--- config.mk ---
export PLATFORM = sky130hd
export DESIGN_NAME = data_mem_bank
export DESIGN_NICKNAME = d
export VERILOG_FILES = /design/src/rtl/data_mem_pkg.sv /design/src/rtl/data_mem_array.sv /design/src/rtl/data_mem_bank.sv
export SDC_FILE = /design/constraint.sdc
export NUM_CORES = 2
export LEC_CHECK = 0
export CAP_MARGIN = 20
export CORE_ASPECT_RATIO = 1.75
export CORE_MARGIN = 2
export CORE_UTILIZATION = 55
export DETAILED_ROUTE_END_ITERATION = 8
export MAX_ROUTING_LAYER = met4
export PLACE_DENSITY_LB_ADDON = 0.3
export SLEW_MARGIN = 25
export SYNTH_ARGS = -nofsm -noshare
export SYNTH_HDL_FRONTEND = slang
export SYNTH_HIERARCHICAL = 1
export SYNTH_SLANG_ARGS = --single-unit
--- constraint.sdc ---
create_clock -name CLK -period 4.8 [get_ports CLK]
set_clock_uncertainty 0.1 [all_clocks]
set_input_delay 1.44 -clock CLK [delete_from_list [all_inputs] [get_ports CLK]]
set_output_delay 1.44 -clock CLK [all_outputs]
set_load 0.02 [all_outputs]
--- src/rtl/data_mem_pkg.sv ---
// Shared types and constants for the parametrised data memory bank.
package data_mem_pkg;

  typedef enum logic {S_CLEAR, S_IDLE} mem_state_t;

  // Truncated to DW at the point of use.
  localparam logic [63:0] CLR_VAL_DEFAULT = '0;

endpackage

--- src/rtl/data_mem_array.sv ---
// Storage only: one synchronous write port, one asynchronous read port, no reset.
module data_mem_array #(
  parameter int unsigned AW = 8,
  parameter int unsigned DW = 8
) (
  input  logic          clk_i,
  input  logic          we_i,
  input  logic [AW-1:0] waddr_i,
  input  logic [DW-1:0] wdata_i,
  input  logic [AW-1:0] raddr_i,
  output logic [DW-1:0] rdata_o
);

  logic [DW-1:0] mem_q [0:(1<<AW)-1];

  always_ff @(posedge clk_i) begin
    if (we_i) begin
      mem_q[waddr_i] <= wdata_i;
    end
  end

  assign rdata_o = mem_q[raddr_i];

endmodule

--- src/rtl/data_mem_bank.sv ---
// Data memory for the core load/store path, with a hardware clear sweep that
// stalls the core (Busy) while every word is overwritten with CLR_VAL.
//
// state   | meaning
// S_CLEAR | sweep writes CLR_VAL to mem[ClrPtr] each cycle; core access ignored
// S_IDLE  | core loads/stores served; ClearMem starts a new sweep
module data_mem_bank
  import data_mem_pkg::*;
#(
  parameter int unsigned   AW       = 8,
  parameter int unsigned   DW       = 8,
  parameter bit            REG_READ = 1'b0,
  parameter logic [DW-1:0] CLR_VAL  = DW'(CLR_VAL_DEFAULT)
) (
  input  logic          CLK,
  input  logic          RST_N,
  input  logic [AW-1:0] DataAddress,
  input  logic          ReadMem,
  input  logic          WriteMem,
  input  logic [DW-1:0] DataIn,
  input  logic          ClearMem,
  output logic [DW-1:0] DataOut,
  output logic          Busy,
  output logic          AccessErr
);

  mem_state_t    state_q, state_d;
  logic [AW-1:0] clr_ptr_q, clr_ptr_d;
  logic          access_err_q, access_err_d;

  logic          mem_we;
  logic [AW-1:0] mem_waddr;
  logic [DW-1:0] mem_wdata;
  logic [DW-1:0] rd_data;

  always_comb begin
    state_d   = state_q;
    clr_ptr_d = clr_ptr_q;
    mem_we    = 1'b0;
    mem_waddr = DataAddress;
    mem_wdata = DataIn;
    unique case (state_q)
      S_CLEAR: begin
        mem_we    = 1'b1;
        mem_waddr = clr_ptr_q;
        mem_wdata = CLR_VAL;
        clr_ptr_d = clr_ptr_q + AW'(1);
        if (clr_ptr_q == '1) begin
          state_d = S_IDLE;
        end
      end
      S_IDLE: begin
        mem_we = WriteMem;
        if (ClearMem) begin
          state_d   = S_CLEAR;
          clr_ptr_d = '0;
        end
      end
      default: state_d = S_CLEAR;
    endcase
  end

  assign Busy         = (state_q == S_CLEAR);
  assign access_err_d = (ReadMem | WriteMem) & Busy;

  always_ff @(posedge CLK or negedge RST_N) begin
    if (!RST_N) begin
      state_q      <= S_CLEAR;
      clr_ptr_q    <= '0;
      access_err_q <= 1'b0;
    end else begin
      state_q      <= state_d;
      clr_ptr_q    <= clr_ptr_d;
      access_err_q <= access_err_d;
    end
  end

  assign AccessErr = access_err_q;

  data_mem_array #(
    .AW(AW),
    .DW(DW)
  ) u_array (
    .clk_i  (CLK),
    .we_i   (mem_we),
    .waddr_i(mem_waddr),
    .wdata_i(mem_wdata),
    .raddr_i(DataAddress),
    .rdata_o(rd_data)
  );

  if (REG_READ) begin : g_reg_read
    logic [DW-1:0] dout_q, dout_d;

    // Read and write share DataAddress, so a same-cycle store is forwarded.
    always_comb begin
      dout_d = dout_q;
      if ((state_q == S_IDLE) && ReadMem) begin
        dout_d = WriteMem ? DataIn : rd_data;
      end
    end

    always_ff @(posedge CLK or negedge RST_N) begin
      if (!RST_N) begin
        dout_q <= '0;
      end else begin
        dout_q <= dout_d;
      end
    end

    assign DataOut = dout_q;
  end else begin : g_comb_read
    assign DataOut = rd_data;
  end

endmodule

==> results.tsv <==
stage	metric	value	unit
run_status	status	finished, violations left	
run_status	failing checks	setup timing	
power_and_ir_drop	pwr dens	398	nW/µm²
layout	nets@finish	4591	
sta	Tcrit/Tclk final	1.15	
power_and_ir_drop	total power	38.0	mW
drt	Routed Antenna Nets	0	
global_routing	vias in the first global route	43000	
yosys	post-synthesis sequential area ratio	0.771	
layout	post-route cell area	95400	µm²
yosys	Cells after Synth	3799	
place	Place WS	-1.30	ns
floorplan	Initial Utilization	0.553	
setup_path	crit path launch type	input pin	
yosys	post-synthesis xor/xnor area fraction	0.000328	
power_and_ir_drop	Peak VDD IR	0.000293	V
yosys	Mapped Area	80100	µm²
sta	Setup WS post-layout	-0.719	ns
layout	number of non-filler instances in the completed layout	6586	
global_routing	global-route wire length before repair	293000	µm
drt	routed length per instance	30.9	µm
drt	DRT Pass-1 Iters	6	
setup_path	Max FO, Critical Path	6	
drt	via count	41900	
yosys	async set-reset flop share out of synthesis	0.00486	
sta	minimum clock period	5.52	ns
yosys	syn avg cell area	21.1	µm²
place	Inst Count DP	6201	
clock_tree	CTS tree	yes	
yosys	mux contribution to synthesized area	0.146	
setup_path	CP Capture Type	output port	
layout	Core Util, Final	0.658	
clock_tree	Longest Clk Path Bufs	3	
floorplan	Die Y	509	µm
setup_path	r2r setup slk	1.34	ns
drt	final wirelength	204000	µm
setup_path	kind of critical path	in2out	
sta	final hold vios	0	
yosys	main combinational cell family by area after synthesis	multiplexers	
floorplan	num ports	31	
sta	Fmax achieved	181	MHz
clock_tree	H-tree Lvls	4	
floorplan	die area	149000	µm²
global_routing	initial antenna violation count	2	
yosys	area share of fa/ha/maj cells after synthesis	0.000156	
sta	Hold WS	0.379	ns
yosys	post-synthesis register bit count	2058	
yosys	Synthesized Nets	3821	
sta	slew margin rel.	0.250	
drt	Iter 0 DRT Violations	5024	
drt	DRC errors left	0	
sta	Max Slew Vio Count	0	
layout	share of post-route cells with drive strength above 1	0.359	
min_path	Hold Startpoint	clr_ptr_q[7]$_DFFE_PN0P_	
global_routing	largest net degree at the start of global routing	201	
place	Post-DP Area	87700	µm²
sta	Tightest Pin Transition	1.12	ns
place	placed wire-length estimate	132000	µm
place	Port-buffer cells	30	
floorplan	row cnt	185	
drt	Via density	6.36	
sta	RSZ-0062 raised after global routing	true	
clock_tree	Root Driver	clkbuf_16	
flow_run	number of max-cap violations	0	
global_routing	Remaining Overflow, GRT	0	
clock_tree	CTS clock-pin slew for the worst setup and hold paths	0.06	ns
power_and_ir_drop	Lkg Pwr	31.7	nW
yosys	Yosys warning count	6	
floorplan	Die W	292	µm
yosys	compound-gate portion of the synthesized area	0.0349	
setup_path	Worst EP required	3.26	ns
setup_path	Reg2Reg Launch Point	state_q$_DFF_PN0_	
layout	# fillers	9139	
yosys	Synth Flop Type	edfxtp_1	
min_path	Worst Hold Class	reg2reg	
sta	final setup violation count	8	
setup_path	Critical Path Source	DataAddress[0]	
clock_tree	CTS Buf Count	171	
clock_tree	Skew-Pair Late Insertion Delay	0.80	ns
clock_tree	clock sink total	2058	
setup_path	CP arrival	3.98	ns
sta	Setup TNS Final	-5.35	ns
yosys	EDFF count, synth	2048	
layout	Syn-to-layout area delta	19.1	%
global_routing	GRT Total Usage	0.284	
yosys	Unique masters post-synth	66	
yosys	Post-Synth Simple-Gate Area	0.0286	
floorplan	core area	145000	µm²
clock_tree	hold_buf cts	0	
place	RePlAce Congestion	0.914	
per-layer routing:
layer / part of all wire / track usage / up-vias
met3: 0.066 / 0.0371 / 517
met5: 0 / - / -
met1: 0.34 / 0.325 / 21900
li1: - / - / 17400
met2: 0.53 / 0.486 / 2061
met4: 0.069 / 0.161 / 0
synthesized netlist by cell type, types with 11 or more instances:
| cell | instances | area, µm² |
|---|---|---|
| and2_1 | 14 | 87.6 |
| nor2b_1 | 32 | 200 |
| buf_4 | 27 | 203 |
| nor3_1 | 22 | 110 |
| nand4_1 | 11 | 68.8 |
| o22ai_1 | 31 | 194 |
| edfxtp_1 | 2048 | 61500 |
| clkbuf_1 | 114 | 428 |
| buf_8 | 13 | 195 |
| mux4_2 | 454 | 10200 |
| a22oi_1 | 133 | 998 |
| nand2_1 | 49 | 184 |
| buf_1 | 22 | 82.6 |
| nor2_1 | 285 | 1070 |
| a211oi_1 | 16 | 120 |
| a21oi_1 | 96 | 480 |
| o221ai_1 | 46 | 403 |
| buf_2 | 32 | 160 |
| o21ai_0 | 11 | 55.1 |
| mux2i_1 | 136 | 1360 |
| buf_6 | 22 | 248 |
| nor4_1 | 24 | 150 |
| nand3_1 | 36 | 180 |
| a221oi_1 | 13 | 114 |
worst max-delay path, cell delays in order:
cell	delay, ns
buf_16	0.13
buf_12	0.16
buf_12	0.15
buf_4	0.15
buf_4	0.16
mux4_2	0.37
o22ai_1	0.09
buf_4	0.15
nor3_1	0.25
nor4_2	0.09
buf_4	0.18
nor4_4	0.41
buf_4	0.22
state kept, by name, summed over array words and instances, names as in the netlist:
register / cells
AccessErr: 1
clr_ptr_q: 8
state_q: 1
u_array/mem_q: 2048
area by class of cell:
class	instances	area [µm²]	area share
Tap cell	1870	2340	0.0245
Timing Repair Buffer	836	7780	0.0815
Clock inverter	109	1170	0.0123
Antenna cell	4	10.0	0.000105
Clock buffer	207	4480	0.0469
Inverter	3	11.3	0.000118
Sequential cell	2058	61700	0.647
Multi-Input combinational cell	1499	17800	0.187
worst paths after layout:
check	to	cells after the start
worst max-delay path	DataOut[1]	13
worst min-delay path	clr_ptr_q[7]$_DFFE_PN0P_	1
worst max register to register	u_array/mem_q[32][6]$_DFFE_PP_	7
worst min register to register	clr_ptr_q[7]$_DFFE_PN0P_	1
max in group asynchronous	clr_ptr_q[1]$_DFFE_PN0P_	1
min in group asynchronous	AccessErr$_DFF_PN0_	1
report_power, final:
group	internal [mW]	total [mW]	switching, mW	leakage [nW]
Sequential	19.9	20.1	0.128	19.1
Combinational	1.38	3.78	2.39	9.88
Clock	7.79	14.2	6.37	2.74
placed cells by master (no fill, tap or decap), types with 11 or more instances in the layout:
cell type        instances
edfxtp_1              2048
buf_4                  690
mux4_2                 454
nor2_1                 277
clkbuf_16              174
mux2i_1                135
a22oi_1                117
a21oi_1                 81
buf_12                  67
nand2_1                 46
clkinv_1                37
nand3_1                 34
clkbuf_1                32
o221ai_1                32
buf_6                   30
o22ai_1                 27
clkinv_2                27
nor2b_1                 25
bufinv_16               20
nor4_4                  18
a22oi_2                 16
buf_16                  15
clkdlybuf4s50_1         14
a21oi_2                 14
o221ai_2                14
nand4_1                 11
cells by family after synthesis:
family / Yosys count
muxes: 598
DFF: 2058
xor gates and xnor gates: 3
and+or+nand+nor: 502
AOI/OAI and AO/OA: 395
adders and majority gates: 1
buffers and inverters: 242
timing repair:
action                                  CTS  global route
cloned                                    9             1
buffers inserted                         45            16
pin swaps                                39            29
endpoints found under the setup margin    8             8
resized for setup                       172            84
No activity file was read; power rests on OpenSTA's default activity.
